==> config.mk <==
export PLATFORM = sky130hd
export DESIGN_NAME = alu_multicycle
export DESIGN_NICKNAME = d
export VERILOG_FILES = /design/src/rtl/alu_multicycle.sv
export SDC_FILE = /design/constraint.sdc
export NUM_CORES = 1
export LEC_CHECK = 0
export CAP_MARGIN = 20
export CORE_MARGIN = 1.5
export CORE_UTILIZATION = 45
export CTS_CLUSTER_DIAMETER = 100
export DETAILED_ROUTE_END_ITERATION = 7
export SLEW_MARGIN = 20
export SYNTH_ARGS = -nofsm -noshare
export SYNTH_HDL_FRONTEND = slang
export SYNTH_SLANG_ARGS = --single-unit
==> constraint.sdc <==
create_clock -name clk -period 6.35 [get_ports clk]
set_clock_uncertainty 0.15 [all_clocks]
set_input_delay 1.905 -clock clk [delete_from_list [all_inputs] [get_ports clk]]
set_output_delay 1.905 -clock clk [all_outputs]
set_load 0.005 [all_outputs]
==> src/rtl/alu_multicycle.sv <==
// Multi-cycle ALU: single-cycle logic/arith ops plus iterative unsigned multiply and divide,
// all results registered and presented with a one-cycle done pulse.
module alu_multicycle #(
    parameter int WIDTH     = 16,
    parameter bit MULDIV_EN = 1'b1
) (
    input  logic             clk,
    input  logic             reset,
    input  logic             start,
    input  logic [WIDTH-1:0] a,
    input  logic [WIDTH-1:0] b,
    input  logic [3:0]       alu_control,
    output logic             busy,
    output logic             done,
    output logic [WIDTH-1:0] result,
    output logic [WIDTH-1:0] result_hi,
    output logic             zero,
    output logic             div_by_zero
);
    localparam int SH_W  = $clog2(WIDTH);
    localparam int CNT_W = $clog2(WIDTH + 1);

    localparam logic [1:0] ST_IDLE = 2'd0;
    localparam logic [1:0] ST_BUSY = 2'd1;
    localparam logic [1:0] ST_DONE = 2'd2;

    localparam logic [3:0] OP_SUB  = 4'b0001;
    localparam logic [3:0] OP_AND  = 4'b0010;
    localparam logic [3:0] OP_OR   = 4'b0011;
    localparam logic [3:0] OP_SLT  = 4'b0100;
    localparam logic [3:0] OP_XOR  = 4'b0101;
    localparam logic [3:0] OP_NOR  = 4'b0110;
    localparam logic [3:0] OP_SLL  = 4'b0111;
    localparam logic [3:0] OP_SRL  = 4'b1000;
    localparam logic [3:0] OP_MULU = 4'b1001;
    localparam logic [3:0] OP_DIVU = 4'b1010;

    logic [1:0]       state_reg;
    logic [WIDTH-1:0] work_hi_reg;
    logic [WIDTH-1:0] work_lo_reg;
    logic [WIDTH-1:0] divisor_reg;
    logic             is_div_reg;
    logic [CNT_W-1:0] count_reg;
    logic             busy_reg;
    logic             done_reg;
    logic [WIDTH-1:0] result_reg;
    logic [WIDTH-1:0] result_hi_reg;
    logic             zero_reg;
    logic             dbz_reg;

    logic             accept;
    logic             is_mul_op;
    logic             is_div_op;
    logic [WIDTH-1:0] single_res;

    assign accept    = start && (state_reg != ST_BUSY);
    assign is_mul_op = MULDIV_EN && (alu_control == OP_MULU);
    assign is_div_op = MULDIV_EN && (alu_control == OP_DIVU);

    always_comb begin
        single_res = a + b;
        case (alu_control)
            OP_SUB:  single_res = a - b;
            OP_AND:  single_res = a & b;
            OP_OR:   single_res = a | b;
            OP_SLT:  single_res = {{(WIDTH-1){1'b0}}, (a < b)};
            OP_XOR:  single_res = a ^ b;
            OP_NOR:  single_res = ~(a | b);
            OP_SLL:  single_res = a << b[SH_W-1:0];
            OP_SRL:  single_res = a >> b[SH_W-1:0];
            default: single_res = a + b;
        endcase
    end

    // Multiply: {work_hi, work_lo} is the product register, multiplier consumed from work_lo[0].
    logic [WIDTH:0]   mul_sum;
    logic [WIDTH-1:0] mul_hi_next;
    logic [WIDTH-1:0] mul_lo_next;

    assign mul_sum     = {1'b0, work_hi_reg} + (work_lo_reg[0] ? {1'b0, divisor_reg} : '0);
    assign mul_hi_next = mul_sum[WIDTH:1];
    assign mul_lo_next = {mul_sum[0], work_lo_reg[WIDTH-1:1]};

    // Restoring divide: work_hi is the partial remainder, work_lo shifts dividend out and quotient in.
    // A zero divisor always "fits", which yields quotient all ones and remainder equal to the dividend.
    logic [WIDTH:0]   div_shift;
    logic [WIDTH:0]   div_diff;
    logic             div_ge;
    logic [WIDTH-1:0] div_hi_next;
    logic [WIDTH-1:0] div_lo_next;

    assign div_shift   = {work_hi_reg, work_lo_reg[WIDTH-1]};
    assign div_ge      = div_shift >= {1'b0, divisor_reg};
    assign div_diff    = div_shift - {1'b0, divisor_reg};
    assign div_hi_next = div_ge ? div_diff[WIDTH-1:0] : div_shift[WIDTH-1:0];
    assign div_lo_next = {work_lo_reg[WIDTH-2:0], div_ge};

    logic [WIDTH-1:0] step_hi;
    logic [WIDTH-1:0] step_lo;

    assign step_hi = is_div_reg ? div_hi_next : mul_hi_next;
    assign step_lo = is_div_reg ? div_lo_next : mul_lo_next;

    always_ff @(posedge clk) begin
        if (reset) begin
            state_reg     <= ST_IDLE;
            work_hi_reg   <= '0;
            work_lo_reg   <= '0;
            divisor_reg   <= '0;
            is_div_reg    <= 1'b0;
            count_reg     <= '0;
            busy_reg      <= 1'b0;
            done_reg      <= 1'b0;
            result_reg    <= '0;
            result_hi_reg <= '0;
            zero_reg      <= 1'b1;
            dbz_reg       <= 1'b0;
        end else if (accept) begin
            if (is_mul_op || is_div_op) begin
                state_reg   <= ST_BUSY;
                busy_reg    <= 1'b1;
                done_reg    <= 1'b0;
                work_hi_reg <= '0;
                work_lo_reg <= a;
                divisor_reg <= b;
                is_div_reg  <= is_div_op;
                count_reg   <= CNT_W'(WIDTH);
            end else begin
                state_reg     <= ST_DONE;
                busy_reg      <= 1'b0;
                done_reg      <= 1'b1;
                result_reg    <= single_res;
                result_hi_reg <= '0;
                zero_reg      <= (single_res == '0);
                dbz_reg       <= 1'b0;
            end
        end else if (state_reg == ST_BUSY) begin
            work_hi_reg <= step_hi;
            work_lo_reg <= step_lo;
            count_reg   <= count_reg - 1'b1;
            if (count_reg == CNT_W'(1)) begin
                state_reg     <= ST_DONE;
                busy_reg      <= 1'b0;
                done_reg      <= 1'b1;
                result_reg    <= step_lo;
                result_hi_reg <= step_hi;
                zero_reg      <= (step_lo == '0);
                dbz_reg       <= is_div_reg && (divisor_reg == '0);
            end
        end else begin
            state_reg <= ST_IDLE;
            done_reg  <= 1'b0;
        end
    end

    assign busy        = busy_reg;
    assign done        = done_reg;
    assign result      = result_reg;
    assign result_hi   = result_hi_reg;
    assign zero        = zero_reg;
    assign div_by_zero = dbz_reg;
endmodule

==> impl_metrics.xml <==
<?xml version="1.0" encoding="UTF-8"?>
<metrics>
  <group name="status">
    <metric name="outcome" unit="">finished, final reports clean</metric>
  </group>
  <group name="critical_path">
    <metric name="worstSetupPathType" unit="">in2reg</metric>
    <metric name="critPathArrivalTime" unit="ps">5640</metric>
    <metric name="cp_max_fo" unit="">4</metric>
    <metric name="timing.critical_path.from" unit="">a[0]</metric>
    <metric name="cp-start-kind" unit="">input pin</metric>
    <metric name="critPathCaptureType" unit="">flip-flop</metric>
    <metric name="worstReg2RegStart" unit="">work_lo_reg[0]</metric>
    <metric name="data_required_time_of_the_critical_path" unit="ps">6500</metric>
  </group>
  <group name="clocking">
    <metric name="cell_at_the_root_of_the_clock_tree" unit="">sky130_fd_sc_hd__clkbuf_16</metric>
    <metric name="ctsHoldBuffers" unit="">0</metric>
    <metric name="cts_resized" unit="">0</metric>
    <metric name="cts_post_setup_buffers_inserted" unit="">0</metric>
    <metric name="tritoncts" unit="">built</metric>
    <metric name="cts.reportedPaths.clkPinSlew" unit="ps">70</metric>
    <metric name="clkLatencyLatePin" unit="ps">360</metric>
    <metric name="cts_buffer_depth" unit="">2</metric>
    <metric name="max_h_tree_level" unit="">3</metric>
    <metric name="clock_sinks" unit="">91</metric>
    <metric name="numCtsBuffers" unit="">9</metric>
  </group>
  <group name="die">
    <metric name="dieArea" unit="mm²">0.0228</metric>
    <metric name="floorplan.io_pins" unit="">75</metric>
    <metric name="initial_utilization" unit="%">45.5</metric>
    <metric name="die_w" unit="µm">151</metric>
    <metric name="die_h" unit="µm">151</metric>
    <metric name="core-area" unit="mm²">0.0217</metric>
    <metric name="core.rowCount" unit="">54</metric>
  </group>
  <group name="global_routing">
    <metric name="grt_overflow" unit="">0</metric>
    <metric name="first_global_vias" unit="">9253</metric>
    <metric name="wire_length_of_the_first_global_routing_pass" unit="µm">56600</metric>
    <metric name="grt_use_total" unit="%">32.9</metric>
    <metric name="grt_antenna_before_repair" unit="">0</metric>
    <metric name="pin_count_of_the_biggest_net_entering_global_routing" unit="">52</metric>
  </group>
  <group name="logic_synthesis">
    <metric name="netlist.area_leader.share" unit="%">18.4</metric>
    <metric name="synthesis.yosys.warnings" unit="">0</metric>
    <metric name="synth.net_count" unit="">1427</metric>
    <metric name="mappedNetlistArea" unit="mm²">0.00987</metric>
    <metric name="synth_flop_cell" unit="">sky130_fd_sc_hd__dfxtp_1</metric>
    <metric name="syn_avg_cell_area" unit="µm²">7.60</metric>
    <metric name="netlist.top_cell.by_area" unit="">sky130_fd_sc_hd__dfxtp_1</metric>
    <metric name="proportion_of_synthesized_chip_area_in_sequential_cells" unit="%">18.4</metric>
    <metric name="synth_edf_count" unit="">0</metric>
    <metric name="postSynthCellCount" unit="">1300</metric>
    <metric name="async_reset_ff_share" unit="%">0</metric>
    <metric name="ys_types" unit="">83</metric>
    <metric name="ys_seq_elements" unit="">91</metric>
    <metric name="synth.top_cells.by_area" unit="">sky130_fd_sc_hd__dfxtp_1 (18%), sky130_fd_sc_hd__ha_1 (11%), sky130_fd_sc_hd__a21oi_1 (6.5%), sky130_fd_sc_hd__mux4_2 (5.9%), sky130_fd_sc_hd__nand2_1 (5.2%)</metric>
  </group>
  <group name="sta">
    <metric name="timing.setup.tns" unit="ps">0</metric>
    <metric name="layout_worst_path_cycle_share" unit="%">86.5</metric>
    <metric name="max_slew.worst_pin.slew" unit="ps">967</metric>
    <metric name="final_hold_viol_count" unit="">0</metric>
    <metric name="timing_max_transition_violations_final" unit="">0</metric>
    <metric name="timing.slew.headroom" unit="%">35.0</metric>
    <metric name="layout_setup_ws" unit="ps">856</metric>
    <metric name="rsz0062_at_grt" unit="">no</metric>
    <metric name="max_freq" unit="GHz">0.182</metric>
    <metric name="fin_crit" unit="ps">5490</metric>
    <metric name="finalSetupViolCount" unit="">0</metric>
    <metric name="fin_worst_hold_slack" unit="ps">300</metric>
  </group>
  <group name="hold_path">
    <metric name="hold_path.startpoint" unit="">result[7]</metric>
    <metric name="holdCritPathClass" unit="">reg2reg</metric>
  </group>
  <group name="drt">
    <metric name="drc" unit="">0</metric>
    <metric name="detail_route.wirelength" unit="µm">37200</metric>
    <metric name="antenna_violating_nets_post_route" unit="">0</metric>
    <metric name="via_per_inst" unit="">6.37</metric>
    <metric name="first_pass_iters" unit="">5</metric>
    <metric name="drt-initial-drc-count" unit="">1088</metric>
    <metric name="route.vias.total" unit="">10400</metric>
    <metric name="wl_per_cell" unit="µm">22.7</metric>
  </group>
  <group name="power">
    <metric name="power.net_switching" unit="µW">678</metric>
    <metric name="power_switching_share" unit="%">36.7</metric>
    <metric name="design_power_total" unit="mW">1.85</metric>
    <metric name="power.share.combinational" unit="%">36.7</metric>
    <metric name="ir_drop" unit="µV">142</metric>
    <metric name="p_int" unit="mW">1.17</metric>
    <metric name="power.static_leakage" unit="nW">4.57</metric>
    <metric name="sequentialPowerShare" unit="%">32.6</metric>
    <metric name="pwr-share-clk" unit="%">30.7</metric>
    <metric name="power_per_cell_area" unit="mW/mm²">163</metric>
  </group>
  <group name="flow_run">
    <metric name="count_of_maximum_capacitance_violations" unit="">0</metric>
  </group>
  <group name="finish">
    <metric name="layout-drive-gt1-share" unit="%">10.5</metric>
    <metric name="num-nets-final" unit="">1480</metric>
    <metric name="num_antenna_cells" unit="">0</metric>
    <metric name="area.growth.synth_to_final" unit="%">14.9</metric>
    <metric name="postLayoutCoreUtil" unit="%">52.3</metric>
  </group>
  <group name="place">
    <metric name="gp_routability_congestion" unit="">1.03</metric>
    <metric name="post-dp-hpwl" unit="µm">29000</metric>
    <metric name="pre_cts_slack" unit="ps">524</metric>
    <metric name="place.port_buffers" unit="">74</metric>
  </group>
</metrics>
[power groups by stage]
| stage | clock, mW | combinational [mW] | sequential [mW] |
|---|---|---|---|
| floorplan | 0 | 0.422 | 0.610 |
| global placement | 0 | 0.662 | 0.614 |
| detailed placement | 0 | 0.659 | 0.614 |
| CTS | 0.575 | 0.662 | 0.601 |
| global route | 0.601 | 0.725 | 0.603 |
| finish | 0.567 | 0.678 | 0.601 |
[cell families after synthesis]
logic type               Yosys count  share of synthesized area, %
buffers and inverters            179                          7.29
XOR/XNOR                          36                          3.19
multiplexers                      88                          12.4
AND/OR/NAND/NOR                  428                          20.8
AO/OA/AOI/OAI                    390                          26.5
adder cells (fa/ha/maj)           88                          11.5
flip-flops                        91                          18.4
[final timing paths]
path	slack, ps	end	cells past startpoint
max reg2reg	2370	result_hi[14]	13
min reg2reg	300	result[7]	2
max	860	zero	14
min	300	result[7]	2
[stage by stage]
stage          cell area [µm²]  cells
2_1_floorplan             9870   1300
3_3_place_gp             11000   1622
3_5_place_dp             11000   1622
4_1_cts                  11300   1638
5_1_grt                  11300   1638
6_report                 11300   1638
[cells in the final DEF, fill, tap and decap left out, types with 16 or more instances in the layout]
| cell type | netlist | layout |
|---|---|---|
| sky130_fd_sc_hd__nor3_1 | 32 | 32 |
| sky130_fd_sc_hd__nor2_1 | 111 | 110 |
| sky130_fd_sc_hd__nand2_1 | 138 | 138 |
| sky130_fd_sc_hd__mux2i_1 | 49 | 49 |
| sky130_fd_sc_hd__a21oi_1 | 129 | 129 |
| sky130_fd_sc_hd__inv_1 | 84 | 84 |
| sky130_fd_sc_hd__xnor2_1 | 25 | 25 |
| sky130_fd_sc_hd__o211ai_1 | 33 | 33 |
| sky130_fd_sc_hd__clkdlybuf4s50_1 | 0 | 71 |
| sky130_fd_sc_hd__dfxtp_1 | 91 | 90 |
| sky130_fd_sc_hd__mux4_2 | 26 | 26 |
| sky130_fd_sc_hd__and2_1 | 23 | 23 |
| sky130_fd_sc_hd__a21o_1 | 16 | 16 |
| sky130_fd_sc_hd__nand3_1 | 23 | 23 |
| sky130_fd_sc_hd__buf_4 | 1 | 60 |
| sky130_fd_sc_hd__o21ai_0 | 53 | 53 |
| sky130_fd_sc_hd__ha_1 | 84 | 84 |
[cells in the mapped netlist (8+ instances only)]
library cell and n:
sky130_fd_sc_hd__ha_1 84, sky130_fd_sc_hd__or3_1 10, sky130_fd_sc_hd__xor2_1 11, sky130_fd_sc_hd__o21bai_1 8, sky130_fd_sc_hd__o211ai_1 33, sky130_fd_sc_hd__inv_1 84, sky130_fd_sc_hd__o21a_1 8, sky130_fd_sc_hd__nor3_1 32
sky130_fd_sc_hd__a22oi_1 15, sky130_fd_sc_hd__nor2_1 111, sky130_fd_sc_hd__nand2_1 138, sky130_fd_sc_hd__nor2b_1 11, sky130_fd_sc_hd__o221ai_1 10, sky130_fd_sc_hd__nand2b_1 15, sky130_fd_sc_hd__a31oi_1 12, sky130_fd_sc_hd__mux2i_1 49
sky130_fd_sc_hd__mux4_2 26, sky130_fd_sc_hd__clkbuf_1 69, sky130_fd_sc_hd__mux2_2 13, sky130_fd_sc_hd__a21oi_1 129, sky130_fd_sc_hd__a21o_1 16, sky130_fd_sc_hd__o22ai_1 9, sky130_fd_sc_hd__nor4_1 12, sky130_fd_sc_hd__nand3_1 23
sky130_fd_sc_hd__and2_1 23, sky130_fd_sc_hd__buf_2 17, sky130_fd_sc_hd__dfxtp_1 91, sky130_fd_sc_hd__xnor2_1 25, sky130_fd_sc_hd__o21ai_0 53, sky130_fd_sc_hd__nand4_1 15
[per-layer routing]
| layer | vias to the layer above | routed length, µm | part of all wire (%) | track usage, % |
|---|---|---|---|---|
| li1 | 4848 | - | - | - |
| met1 | 5011 | 17300 | 46 | 49.4 |
| met2 | 515 | 15500 | 42 | 47.2 |
| met3 | 57 | 3680 | 9.9 | 6.60 |
| met4 | 0 | 718 | 1.9 | 8.35 |
| met5 | - | 0 | 0 | 0 |
[final cells by class]
cell class              instances  area [µm²]
clock inverters                 6        71.3
repair buffers                135        1200
flip-flops and latches         91        1820
well taps                     280         350
fillers                      2176       10300
inverters                      86         323
clock buffers                  10         229
multi-input cells            1030        7350
[critical path: stages]
cell	delay, ps
sky130_fd_sc_hd__clkdlybuf4s50_1	480
sky130_fd_sc_hd__inv_1	90
sky130_fd_sc_hd__ha_1	220
sky130_fd_sc_hd__fa_1	420
sky130_fd_sc_hd__or2_1	250
sky130_fd_sc_hd__a221oi_1	350
sky130_fd_sc_hd__nor2_1	80
sky130_fd_sc_hd__o21ba_1	200
sky130_fd_sc_hd__a221o_1	350
sky130_fd_sc_hd__a221oi_1	400
sky130_fd_sc_hd__or4b_1	470
sky130_fd_sc_hd__nor4_1	280
sky130_fd_sc_hd__nand2_1	80
sky130_fd_sc_hd__nand2_1	70
Power figures use the tool's default switching activity.
